**config.mk**
```make
export PLATFORM = sky130hd
export DESIGN_NAME = sync_fifo_flags
export DESIGN_NICKNAME = d
export VERILOG_FILES = /design/src/rtl/sync_fifo_flags.sv
export SDC_FILE = /design/constraint.sdc
export NUM_CORES = 1
export LEC_CHECK = 0
export ABC_AREA = 1
export CAP_MARGIN = 10
export CORE_ASPECT_RATIO = 1.1
export CORE_MARGIN = 4
export CORE_UTILIZATION = 54
export DETAILED_ROUTE_END_ITERATION = 12
export PLACE_DENSITY = 0.72
export SYNTH_ARGS = -nofsm -noshare
export SYNTH_HDL_FRONTEND = slang
export SYNTH_SLANG_ARGS = --single-unit
export TNS_END_PERCENT = 100
```
**constraint.sdc**
```tcl
create_clock -name clk -period 2.4 [get_ports clk]
set_input_delay 0.48 -clock clk [delete_from_list [all_inputs] [get_ports clk]]
set_output_delay 0.48 -clock clk [all_outputs]
set_load 0.02 [all_outputs]
```
**src/rtl/sync_fifo_flags.sv**
```systemverilog
// Single-clock FIFO with occupancy count, programmable almost-full/almost-empty flags,
// sticky overflow/underflow errors and selectable standard or first-word-fall-through read.
module sync_fifo_flags #(
  parameter int DSIZE      = 8,
  parameter int ASIZE      = 4,
  parameter int AFULL_LVL  = 12,
  parameter int AEMPTY_LVL = 2,
  parameter int FWFT       = 0
) (
  input  logic             clk,
  input  logic             rst,
  input  logic [DSIZE-1:0] wdata,
  input  logic             winc,
  input  logic             rinc,
  input  logic             clr_err,
  output logic [DSIZE-1:0] rdata,
  output logic             wfull,
  output logic             rempty,
  output logic             walmost_full,
  output logic             ralmost_empty,
  output logic [ASIZE:0]   count,
  output logic             overflow,
  output logic             underflow
);

  localparam int DEPTH = 1 << ASIZE;
  localparam logic [ASIZE:0] C_DEPTH  = (ASIZE+1)'(DEPTH);
  localparam logic [ASIZE:0] C_AFULL  = (ASIZE+1)'(AFULL_LVL);
  localparam logic [ASIZE:0] C_AEMPTY = (ASIZE+1)'(AEMPTY_LVL);

  logic [DSIZE-1:0] r_mem [DEPTH];
  logic [ASIZE-1:0] r_wptr;
  logic [ASIZE-1:0] r_rptr;
  logic [ASIZE:0]   r_count;
  logic             r_overflow;
  logic             r_underflow;

  logic w_full;
  logic w_empty;
  logic w_wr_acc;
  logic w_rd_acc;
  logic w_wr_rej;
  logic w_rd_rej;

  // Flags come only from the registered count, so winc/rinc never reach them combinationally.
  assign w_full   = (r_count == C_DEPTH);
  assign w_empty  = (r_count == '0);
  assign w_wr_acc = winc && !w_full;
  assign w_rd_acc = rinc && !w_empty;
  assign w_wr_rej = winc && w_full;
  assign w_rd_rej = rinc && w_empty;

  assign wfull         = w_full;
  assign rempty        = w_empty;
  assign walmost_full  = (r_count >= C_AFULL);
  assign ralmost_empty = (r_count <= C_AEMPTY);
  assign count         = r_count;
  assign overflow      = r_overflow;
  assign underflow     = r_underflow;

  always_ff @(posedge clk) begin
    if (w_wr_acc) begin
      r_mem[r_wptr] <= wdata;
    end
  end

  always_ff @(posedge clk or posedge rst) begin
    if (rst) begin
      r_wptr      <= '0;
      r_rptr      <= '0;
      r_count     <= '0;
      r_overflow  <= 1'b0;
      r_underflow <= 1'b0;
    end else begin
      if (w_wr_acc) begin
        r_wptr <= r_wptr + ASIZE'(1);
      end
      if (w_rd_acc) begin
        r_rptr <= r_rptr + ASIZE'(1);
      end
      case ({w_wr_acc, w_rd_acc})
        2'b10:   r_count <= r_count + (ASIZE+1)'(1);
        2'b01:   r_count <= r_count - (ASIZE+1)'(1);
        default: r_count <= r_count;
      endcase
      // A new error in the same cycle as clr_err keeps the flag set.
      r_overflow  <= w_wr_rej || (r_overflow  && !clr_err);
      r_underflow <= w_rd_rej || (r_underflow && !clr_err);
    end
  end

  generate
    if (FWFT != 0) begin : g_fwft
      assign rdata = r_mem[r_rptr];
    end else begin : g_std
      logic [DSIZE-1:0] r_rdata;
      always_ff @(posedge clk or posedge rst) begin
        if (rst) begin
          r_rdata <= '0;
        end else if (w_rd_acc) begin
          r_rdata <= r_mem[r_rptr];
        end
      end
      assign rdata = r_rdata;
    end
  endgenerate

endmodule

```
## Yosys cells after proc, flatten, opt, wreduce, memory -nomap -nowiden

Memories as Yosys holds them, arrays and structs flattened. A register that Yosys moved wholly into a read port is not among the register bits.
Index checks and enable logic that the tools add are counted.

| operators by class | value |
|---|---|
| add/sub/neg operators | 4 |
| $lt $le $gt $ge | 2 |
| equal/unequal tests | 3 |
| muxes and demuxes | 3 |
| reductions and logical operators | 13 |

Operators by type and width:

| kind | count |
|---|---|
| case mux 5 bit (2 select lines) | 1 |
| adder 4 x 1 -> 4 bit (second input constant) | 2 |
| logical AND 1 bit | 6 |
| adder 5 x 1 -> 5 bit (second input constant) | 1 |
| equality test 5 bit (second input constant) | 1 |
| >= comparator 5 x 4 -> 1 bit (second input constant) | 1 |
| less-or-equal comparator 5 x 2 -> 1 bit (second input constant) | 1 |
| logical NOT 5 bit | 1 |
| subtractor 5 x 1 -> 5 bit (second input constant) | 1 |
| logical NOT 1 bit | 3 |
| equality test 2 x 1 -> 1 bit (second input constant) | 1 |
| equality test 2 bit (second input constant) | 1 |
| logical OR 1 bit | 2 |
| 2-to-1 mux 1 bit | 2 |
| nonzero test 2 bit | 1 |

| word-level totals | value |
|---|---|
| register bits after elaboration | 15 |
| RAM bits | 128 |
| input bits | 13 |
| output and inout port bits | 19 |
| memories | 1 |

Memories:

| memory | words | bits a word | read ports | clocked after memory_dff | wr ports | RTL line | text |
|---|---|---|---|---|---|---|---|
| r_mem | 16 | 8 | 1 | 1 | 1 | 31 | `logic [DSIZE-1:0] r_mem [DEPTH];` |

## Logic depth before layout (Yosys ltp)

Gate-level depths: netlist of the first run.

| logic depth | value |
|---|---|
| word-level depth | 5 |
| depth in mapped cells | 19 |

## Worst setup path before layout of the first run

No wires, ideal clock.

| timing path | value |
|---|---|
| path kind | flip-flop to flip-flop |
| start point | register r_count[1], in the netlist count[1] |
| end point | register r_count[4], in the netlist count[4] |
| library setup time | 117 ps |
| arrival | 2381 ps |
| data required time | 2283 ps |
| setup slack | -98 ps |
| stages on the path, launching flop included | 19 |
| path buffers | 2 |
| period minus slack after synthesis | 2498 ps |
| path through | dfrtp_1 nor4_2 nand2_1 nand2_2 buf_4 ha_1 clkbuf_2 nand2_1 inv_1 nor2_1 ha_1 a21oi_1 nor2_1 nand2_1 nand2_1 nand2_1 nand2_1 nand2_1 nand2_1 |

| on the way | value |
|---|---|
| longest elaborated chain between the ends | 5 |
| elaborated cells between the ends (all ways) | 12 |
| classes of those cells | add/sub (2); eq/ne (3); mux (1); reduce/logical (6) |

Ends and longest elaborated chain:

| element | RTL line | text |
|---|---|---|
| start, declared | 34 | `logic [ASIZE:0] r_count;` |
| start signal, assigned | 82 | `2'b10: r_count <= r_count + (ASIZE+1)'(1);` |
| start signal, assigned | 83 | `2'b01: r_count <= r_count - (ASIZE+1)'(1);` |
| start signal, assigned | 84 | `default: r_count <= r_count;` |
| equality test 5 bit / logical NOT 5 bit (equally long branches) | 46, 47 |  |
| logical NOT 1 bit (on tied branches) | 48, 49 |  |
| logical AND 1 bit (on tied branches) | 48, 49 |  |
| equality test 2 x 1 -> 1 bit / equality test 2 bit (equally long branches) | 81 | `case ({w_wr_acc, w_rd_acc})` |
| case mux 5 bit (2 select lines) / nonzero test 2 bit (equally long branches) | n/a |  |

Parallel ways exist; a longest one is shown, timed or not.
A chain may end at the register's enable or synchronous reset.

## Final worst setup path of the first run

| timing path | value |
|---|---|
| start point | register r_count[0], in the netlist count[0] |
| end point | output ralmost_empty |

| on the way | value |
|---|---|
| longest elaborated chain between the ends | 1 |

Ends and longest elaborated chain:

| element | RTL line | text |
|---|---|---|
| less-or-equal comparator 5 x 2 -> 1 bit | 56 | `assign ralmost_empty = (r_count <= C_AEMPTY);` |
| end, declared | 20 | `output logic ralmost_empty,` |

No other way between the ends.

==> impl_metrics.csv, run 1 <==
group,metric,value,unit
timing,fin_crit_sh,94.71,%
yosys,ys_seq_area_share,64.76,%
run_status,status,"finished, final reports clean",
global_routing,grt_pass1_vias,4759,
route,drcViolationCount,0,
route,vias,4863,
floorplanning,die_y,125.9,um
cells_and_area,drive_gt1_share,10.25,%
placement,pre_cts_ws,0.01818,ns
cells_and_area,layoutNonFillerInstCount,915,
clocking,cts_buffers,17,
critical_path,start_kind,"flop",
placement,dp.cells,880,
timing,setup_tns,0,ns
timing,skew,0.01079,ns
clocking,cts_root_buffer,"clkbuf_16",
route,wl,15430,um
yosys,synthFlopType,"edfxtp_1",
clocking,htreeDepth,4,
hold_path,hold_class,"primary input to asynchronous set/reset pin",
route,wire_per_inst,16.86,um
yosys,synth-seq-cells,151,
floorplanning,start_util,55.97,%
clocking,clock_latency,0.42,ns
yosys,synth_top_area_cell,"edfxtp_1",
route,drtIter0Drc,530,
timing,period_needed,2.273,ns
yosys,synthCells,694,
clocking,clk_path_buf_depth,2,
cells_and_area,diodes,0,
yosys,synthTopCellsByCount,"240 x nand2_1, 128 x edfxtp_1, 119 x inv_1",
yosys,netlist_area,6824,um2
power,power.total,9686,uW
placement,gp_congestion,0.9333,
power,power_density,1202,nW/um2
timing,setup_viol,0,
yosys,synthArstFlopShare,15.23,%
floorplanning,pin_count,32,
timing,worst_slew_pin_slew,0.7842,ns
timing,fmax,0.4400,GHz
critical_path,worstSetupPathType,"flop to output port",
floorplanning,die_area,14500,um2
critical_path,worstPathMaxFanout,6,
global_routing,grt_overflow_total,0,
yosys,yosysUniqueCellTypes,26,
power,vdd_ir_drop_max,0.8479,mV
clocking,cts.sinks,151,
floorplanning,fp.coreArea,12190,um2
yosys,synth_fp_nets,715,
global_routing,grt.total_usage,22.22,%
route,ant_nets,0,
yosys,ys_warn_count,0,
timing,slew_headroom,47.55,%
floorplanning,rows,42,
yosys,yosysMostFrequentCell,"nand2_1",
cells_and_area,utilization,66.07,%
flow_run,drv_cap,0,
power,p_leak,0.003613,uW
timing,setup_ws,0.1270,ns
cells_and_area,nets,769,
critical_path,cp_data_required_time,1.92,ns
cells_and_area,num-fill-cells,916,
route,viasPerCell,5.315,
yosys,ys_top_cells_by_area,"edfxtp_1 56%, nand2_1 13%, dfrtp_1 8.4%",
global_routing,grt_max_degree,68,
clocking,tritoncts,"built",
clocking,path_clk_slew,0.06,ns
yosys,synth.top_cell.area_share,56.33,%
critical_path,cp-end-kind,"output port",
global_routing,antenna_found_initial,0,
placement,dp_hpwl,9818,um
route,firstDrtPassIters,7,
floorplanning,die_w,115.2,um
critical_path,arrival,1.79,ns
timing,timing_hold_violations_final,0,
yosys,syn_area_per_cell,9.833,um2
global_routing,grt_pass1_wl,24420,um
placement,numPortBuffers,31,
cells_and_area,layout-area-overhead-vs-synth,18.04,%
timing,maxSlewViolCount,0,
clocking,postCtsHoldBufs,0,
yosys,synth_edf_count,128,
==> critical path, cell delays in order, from the launching register on <==
cell and delay (ns):
dfrtp_2 0.47, a2111oi_0 0.50, dlygate4sd2_1 0.41
==> worst paths after layout <==
kind | cells after the start | slack [ns] | from | to
worst max-delay path | 2 | 0.13 | count[0] | ralmost_empty
worst min-delay path | 3 | 0.41 | rst | rdata[7]
worst max register to register | 16 | 0.15 | count[3] | count[4]
worst min register to register | 2 | 0.48 | rdata[6] | rdata[6]
max in group asynchronous | 3 | 1.73 | rst | r_rptr[0]
min in group clk | 2 | 0.48 | rdata[6] | rdata[6]
==> routing by layer <==
layer / vias to the layer above / global-route usage [%] / wire length, um
li1: 2323 / - / -
met1: 2311 / 28.00 / 6008
met2: 194 / 36.61 / 7938
met3: 35 / 5.086 / 944
met4: 0 / 9.807 / 539
met5: - / 0 / 0
==> cells in the final DEF, fill, tap and decap left out <==
cell	netlist	layout
clkbuf_8	0	1
ha_1	8	6
nand2_4	1	1
inv_2	2	2
buf_4	7	34
clkbuf_1	4	4
clkbuf_16	0	17
clkinv_4	0	1
nand2_2	2	2
ha_2	0	2
dfrtp_1	23	18
nand2_1	240	240
clkinv_1	1	1
dlygate4sd2_1	0	3
bufinv_16	0	4
clkinv_2	0	5
dfrtp_2	0	5
clkdlybuf4s50_1	0	28
nor4_4	0	1
edfxtp_1	128	128
nor2_1	3	2
inv_1	119	119
xnor2_1	4	4
nor3_1	16	16
xor2_1	4	4
nor2_2	0	1
nand4_1	1	1
buf_12	0	1
nand3_1	100	100
o21ai_0	7	7
nand3b_1	1	1
a2111oi_0	1	1
a21oi_4	0	1
==> final cells by class <==
cell class / count / area, um2 / area share, %
Sequential cell: 151 / 4425 / 54.94
Multi-Input combinational cell: 390 / 1789 / 22.21
Timing Repair Buffer: 66 / 581.8 / 7.223
Inverter: 122 / 457.9 / 5.685
Clock buffer: 22 / 454.2 / 5.638
Tap cell: 154 / 192.7 / 2.392
Clock inverter: 10 / 153.9 / 1.911
==> kinds of logic (layout without fill, tap and decap cells) <==
| logic type | Yosys count | count (layout) | synth area share [%] |
|---|---|---|---|
| AND/OR/NAND/NOR | 365 | 365 | 22.61 |
| AO/OA/AOI/OAI | 9 | 9 | 0.7150 |
| adder cells (fa/ha/maj) | 8 | 8 | 1.467 |
| buffers and inverters | 153 | 220 | 9.424 |
| flip-flops | 151 | 151 | 64.76 |
| XOR/XNOR | 8 | 8 | 1.027 |
==> registers in the layout, indices dropped and copies added, names as in the netlist <==
signal,cells
r_mem,128
r_rptr,4
overflow,1
underflow,1
count,5
r_wptr,4
rdata,8
==> stage by stage <==
stage | hold slack [ns] | cell area [um2]
6_report | 0.4116 | 8055
5_1_grt | 0.4415 | 8055
2_1_floorplan | 0.4818 | 6839
4_1_cts | 0.4176 | 8015
3_5_place_dp | 0.4700 | 7411
3_3_place_gp | 0.4692 | 7411
==> timing repair <==
item / CTS / global route
endpoints found under the setup margin: 3 / 1
pin swaps: 0 / 3
setup buffers: 0 / 3
resized for setup: 3 / 6
==> where the power goes <==
group | switching (uW) | internal (uW) | total (uW)
logic | 2280 | 1200 | 3480
clock network | 976 | 1760 | 2730
registers | 240 | 3230 | 3470
total | 3500 | 6190 | 9690
Power figures use the tool's default switching activity.
==> run 2: changes to the inputs <==
CAP_MARGIN = 15   (was 10)
REMOVE_ABC_BUFFERS = 1   (was unset)
==> run 2 against run 1 <==
Clock power hardly changed. Register-to-register slack gained 0.12 ns. Count of clock-buffer cells in the layout shrank 2. Cell count decreased by 0.44%. Routed wire length down 6.2%. Die area did not move. Sequential cell count is the same. Non-clock buffer count shrank 4. Setup slack gained 0.091 ns. Combinational power down 3%.
==> impl_metrics.csv, run 2 (same netlist as run 1, synthesis figures left out) <==
group,metric,value,unit
route,firstDrtPassIters,5,
route,viasPerCell,5.146,
timing,maxSlewViolCount,0,
cells_and_area,nets,765,
cells_and_area,layout-area-overhead-vs-synth,17.36,%
clocking,cts_buffers,17,
floorplanning,start_util,55.97,%
timing,slew_headroom,49.28,%
placement,numPortBuffers,31,
power,vdd_ir_drop_max,0.8195,mV
power,p_leak,0.003610,uW
route,drcViolationCount,0,
critical_path,cp_data_required_time,1.92,ns
critical_path,arrival,1.70,ns
timing,hold_slack,0.4766,ns
critical_path,cp-end-kind,"output port",
clocking,clk_path_buf_depth,2,
clocking,htreeDepth,4,
global_routing,grt_pass1_vias,4677,
cells_and_area,layout_commonest_cell,"nand2_1",
timing,setup_viol,0,
floorplanning,die_y,125.9,um
run_status,status,"finished, final reports clean",
floorplanning,die_area,14500,um2
floorplanning,pin_count,32,
placement,dp_hpwl,9489,um
floorplanning,rows,42,
timing,period_needed,2.182,ns
timing,setup_ws,0.2178,ns
placement,pre_cts_ws,0.08397,ns
route,drtIter0Drc,440,
power,power_density,1196,nW/um2
hold_path,hold_class,"flop to flop",
cells_and_area,largest_reg_flops,128,
flow_run,drv_cap,0,
route,wire_per_inst,15.88,um
clocking,clock_latency,0.43,ns
timing,fin_crit_sh,90.92,%
critical_path,start_kind,"flop",
global_routing,antenna_found_initial,0,
placement,gp_congestion,0.8979,
timing,worst_slew_pin_slew,0.7599,ns
critical_path,worstPathMaxFanout,4,
clocking,tritoncts,"built",
timing,skew,0.005455,ns
clocking,postCtsHoldBufs,0,
floorplanning,die_w,115.2,um
floorplanning,fp.coreArea,12190,um2
global_routing,grt.total_usage,21.39,%
timing,timing_hold_violations_final,0,
global_routing,grt_max_degree,57,
timing,rsz0062_at_grt,"false",
route,wl,14470,um
critical_path,worstSetupPathType,"flop to output port",
clocking,cts.sinks,151,
route,ant_nets,0,
cells_and_area,diodes,0,
global_routing,grt_overflow_total,0,
clocking,path_clk_slew,0.06,ns
cells_and_area,drive_gt1_share,8.851,%
cells_and_area,largest_register,"r_mem",
clocking,cts_root_buffer,"clkbuf_16",
timing,fmax,0.4583,GHz
power,power.total,9579,uW
cells_and_area,utilization,65.69,%
global_routing,grt_pass1_wl,23560,um
route,vias,4688,
cells_and_area,final_cell_mix,"240 x nand2_1, 128 x edfxtp_1, 119 x inv_1",
critical_path,worst-r2r-setup-slack,0.27,ns
## run 2: per-layer routing
layer  track usage [%]  vias up  wire length [um]
li1                  -     2318                 -
met1             27.51     2208              6083
met2             35.63      136              7338
met3             4.846       26               759
met4             7.459        0               286
met5                 0        -                 0
## run 2: worst paths after layout
path,from,endpoint,cells after the start
hold / removal,rdata[5],rdata[5],2
setup / recovery,count[0],ralmost_empty,2
max in group asynchronous,rst,rdata[4],3
setup reg to reg,count[0],count[4],16
hold reg to reg,rdata[5],rdata[5],2
min in group asynchronous,rst,count[0],2
## run 2: repair_timing
| action | 4_1_cts | 5_1_grt |
|---|---|---|
| buffers inserted | 0 | 0 |
| hold endpoints to repair | 0 | 0 |
| setup endpoints to repair | 3 | 2 |
| gates resized for setup | 4 | 2 |
| pin swaps | 0 | 0 |
## run 2: final cells by class
type	count	area, um2
sequential	151	4420
fill	938	4183
multi-input combinational	390	1772
timing repair buffer	62	554.3
inverter	122	457.9
clock buffer	20	436.7
tap	154	192.7
clock inverter	12	175.2
## run 2: through the flow
| stage | cells | TNS, ns | area, um2 |
|---|---|---|---|
| 3_3_place_gp | 879 | 0 | 7388 |
| 2_1_floorplan | 663 | -1.979 | 6639 |
| 4_1_cts | 911 | 0 | 7998 |
| 3_5_place_dp | 879 | 0 | 7388 |
| 5_1_grt | 911 | 0 | 8009 |
| 6_report | 911 | 0 | 8009 |
## run 2: critical path, stage by stage, from the launching register on
cell	delay [ns]
dfrtp_1	0.43
a2111oi_1	0.46
dlygate4sd2_1	0.39
## run 2: power by group
group / total, uW / internal, uW / switching (uW) / leakage [uW]
Clock: 2750 / 1740 / 1010 / 0.000303
Sequential: 3470 / 3220 / 251 / 0.00144
Combinational: 3360 / 1170 / 2180 / 0.00187
Total: 9580 / 6130 / 3450 / 0.00361
==> run 3: changes to the inputs <==
CORE_ASPECT_RATIO = 0.75   (was 1.1)
==> run 3 against run 2 <==
Count of clock-buffer cells in the layout rose by 1. Global-route usage increased by 1.4 points. Setup slack worse by 0.084 ns. Clock skew increased by 0.0013 ns. Via count rose by 5.5%. Clock power shrank 7%. Register-to-register slack worse by 0.05 ns. Sequential share of layout area down 0.26 points. Hold slack worse by 0.080 ns. Die area increased by 0.11%. Sequential cell count unchanged. Non-clock buffer count is 6 higher. Critical endpoint unchanged. Largest cell class unchanged.
==> impl_metrics.csv, run 3 (same netlist as run 1, synthesis figures left out) <==
group,metric,value,unit
critical_path,worst-r2r-setup-slack,0.22,ns
cells_and_area,layout-area-overhead-vs-synth,17.91,%
critical_path,r2r_end,"count[4]",
global_routing,grt_pass1_vias,4655,
clocking,clock_latency,0.42,ns
cells_and_area,diodes,0,
floorplanning,die_w,137.8,um
global_routing,met3_usage,5.677,%
floorplanning,die_area,14520,um2
timing,setup_viol,0,
floorplanning,start_util,55.46,%
floorplanning,rows,35,
cells_and_area,num-fill-cells,940,
global_routing,grt_pass1_wl,24630,um
floorplanning,die_y,105.4,um
placement,dp_hpwl,10180,um
critical_path,worstSetupPathType,"flop to output port",
timing,slew_headroom,49.93,%
cells_and_area,final_cell_mix,"240 x nand2_1, 128 x edfxtp_1, 119 x inv_1",
timing,period_needed,2.266,ns
route,wire_per_inst,16.96,um
placement,numPortBuffers,31,
global_routing,antenna_found_initial,0,
global_routing,grt_use_met2,34.92,%
route,wl,15750,um
critical_path,start_kind,"flop",
timing,setup_tns,0,ns
global_routing,grt.total_usage,22.83,%
cells_and_area,seqCellArea,4420,um2
timing,setup_ws,0.1339,ns
power,power.total,9491,uW
critical_path,r2r_start,"count[3]",
run_status,status,"finished, final reports clean",
cells_and_area,multi_input_area,1778,um2
route,viasPerCell,5.323,
clocking,path_clk_slew,0.06,ns
clocking,clk_path_buf_depth,2,
route,drcViolationCount,0,
clocking,postCtsSetupRepairBufs,0,
clocking,cts_root_buffer,"clkbuf_16",
cells_and_area,largest_register,"r_mem",
floorplanning,pin_count,32,
placement,pre_cts_ws,0.02437,ns
timing,maxSlewViolCount,0,
route,drtIter0Drc,644,
cells_and_area,largest_reg_flops,128,
cells_and_area,drive_gt1_share,10.09,%
global_routing,grtUsageMet1,32.61,%
placement,place_area,7448,um2
timing,skew,0.006706,ns
cells_and_area,utilization,65.39,%
critical_path,reg2reg_depth,16,
timing,worst_slew_pin_slew,0.7487,ns
cells_and_area,design_area,8046,um2
timing,fin_crit_sh,94.42,%
placement,gp_congestion,0.8829,
power,p_leak,0.003616,uW
floorplanning,fp.coreArea,12310,um2
critical_path,cp_data_required_time,1.92,ns
hold_path,hold_class,"primary input to asynchronous set/reset pin",
power,power_density,1180,nW/um2
clocking,cts_buffers,17,
timing,fmax,0.4413,GHz
clocking,postCtsHoldBufs,0,
route,ant_nets,0,
critical_path,worstPathMaxFanout,5,
flow_run,drv_cap,0,
global_routing,grt_max_degree,68,
critical_path,arrival,1.79,ns
route,firstDrtPassIters,6,
route,vias,4945,
critical_path,cp-end-kind,"output port",
clocking,tritoncts,"built",
power,vdd_ir_drop_max,0.6288,mV
clocking,cts.sinks,151,
cells_and_area,layout_commonest_cell,"nand2_1",
cells_and_area,nets,771,
global_routing,grt_overflow_total,0,
timing,rsz0062_at_grt,"false",
timing,timing_hold_violations_final,0,
global_routing,busiest_layer,"met2",
clocking,htreeDepth,4,
run 3: cell count changes in the layout (fill, tap and decap cells not counted):
cell	delta
bufinv_16	-4
buf_4	+6
clkinvlp_4	+2
clkinv_4	+5
ha_2	+1
a21oi_1	-1
clkinv_2	-3
a21oi_2	+1
clkbuf_1	-2
inv_6	-1
clkbuf_8	+1
clkbuf_16	+2
ha_1	-1
run 3: layout make-up:
cell class / instances / area share [%]
clock buffer: 21 / 6.127
clock inverter: 11 / 1.120
inverter: 122 / 5.691
multi-input combinational: 390 / 22.10
sequential: 151 / 54.94
tap: 166 / 2.581
timing repair buffer: 68 / 7.448
run 3: critical path, cell delays in order, from the launching register on:
cell	delay [ns]
dfrtp_1	0.40
buf_4	0.17
a2111oi_1	0.39
dlygate4sd2_1	0.39
run 3: power by group:
part	total, uW	internal, uW	switching (uW)
Clock	2560	1480	1070
Combinational	3500	1190	2310
Sequential	3430	3220	210
run 3: worst max path at each step:
stage | start | cells after the start | slack [ns] | endpoint
after detailed placement | rinc | 16 | 0.02 | count[4]
after global placement | rinc | 16 | 0.08 | count[4]
after floorplan | r_rptr[0] | 9 | -0.23 | rdata[0]
after global routing | count[0] | 3 | 0.01 | ralmost_empty
final | count[0] | 3 | 0.13 | ralmost_empty
after CTS | count[3] | 4 | 0.06 | walmost_full
run 3: timing repair:
action                     CTS  global route
pin swaps                    0             1
setup endpoints to repair    3             3
cloned                       0             0
resized for setup            4             4
run 3: metrics by stage:
step / hold slack, ns / instances
5_1_grt: 0.4191 / 929
3_3_place_gp: 0.4716 / 897
2_1_floorplan: 0.4819 / 663
4_1_cts: 0.3982 / 929
3_5_place_dp: 0.4689 / 897
6_report: 0.3964 / 929
run 3: routing by layer:
layer | part of all wire [%] | wire (um)
met5 | 0 | 0
met4 | 1.4 | 215
met3 | 8.9 | 1395
met2 | 47 | 7412
met1 | 43 | 6729
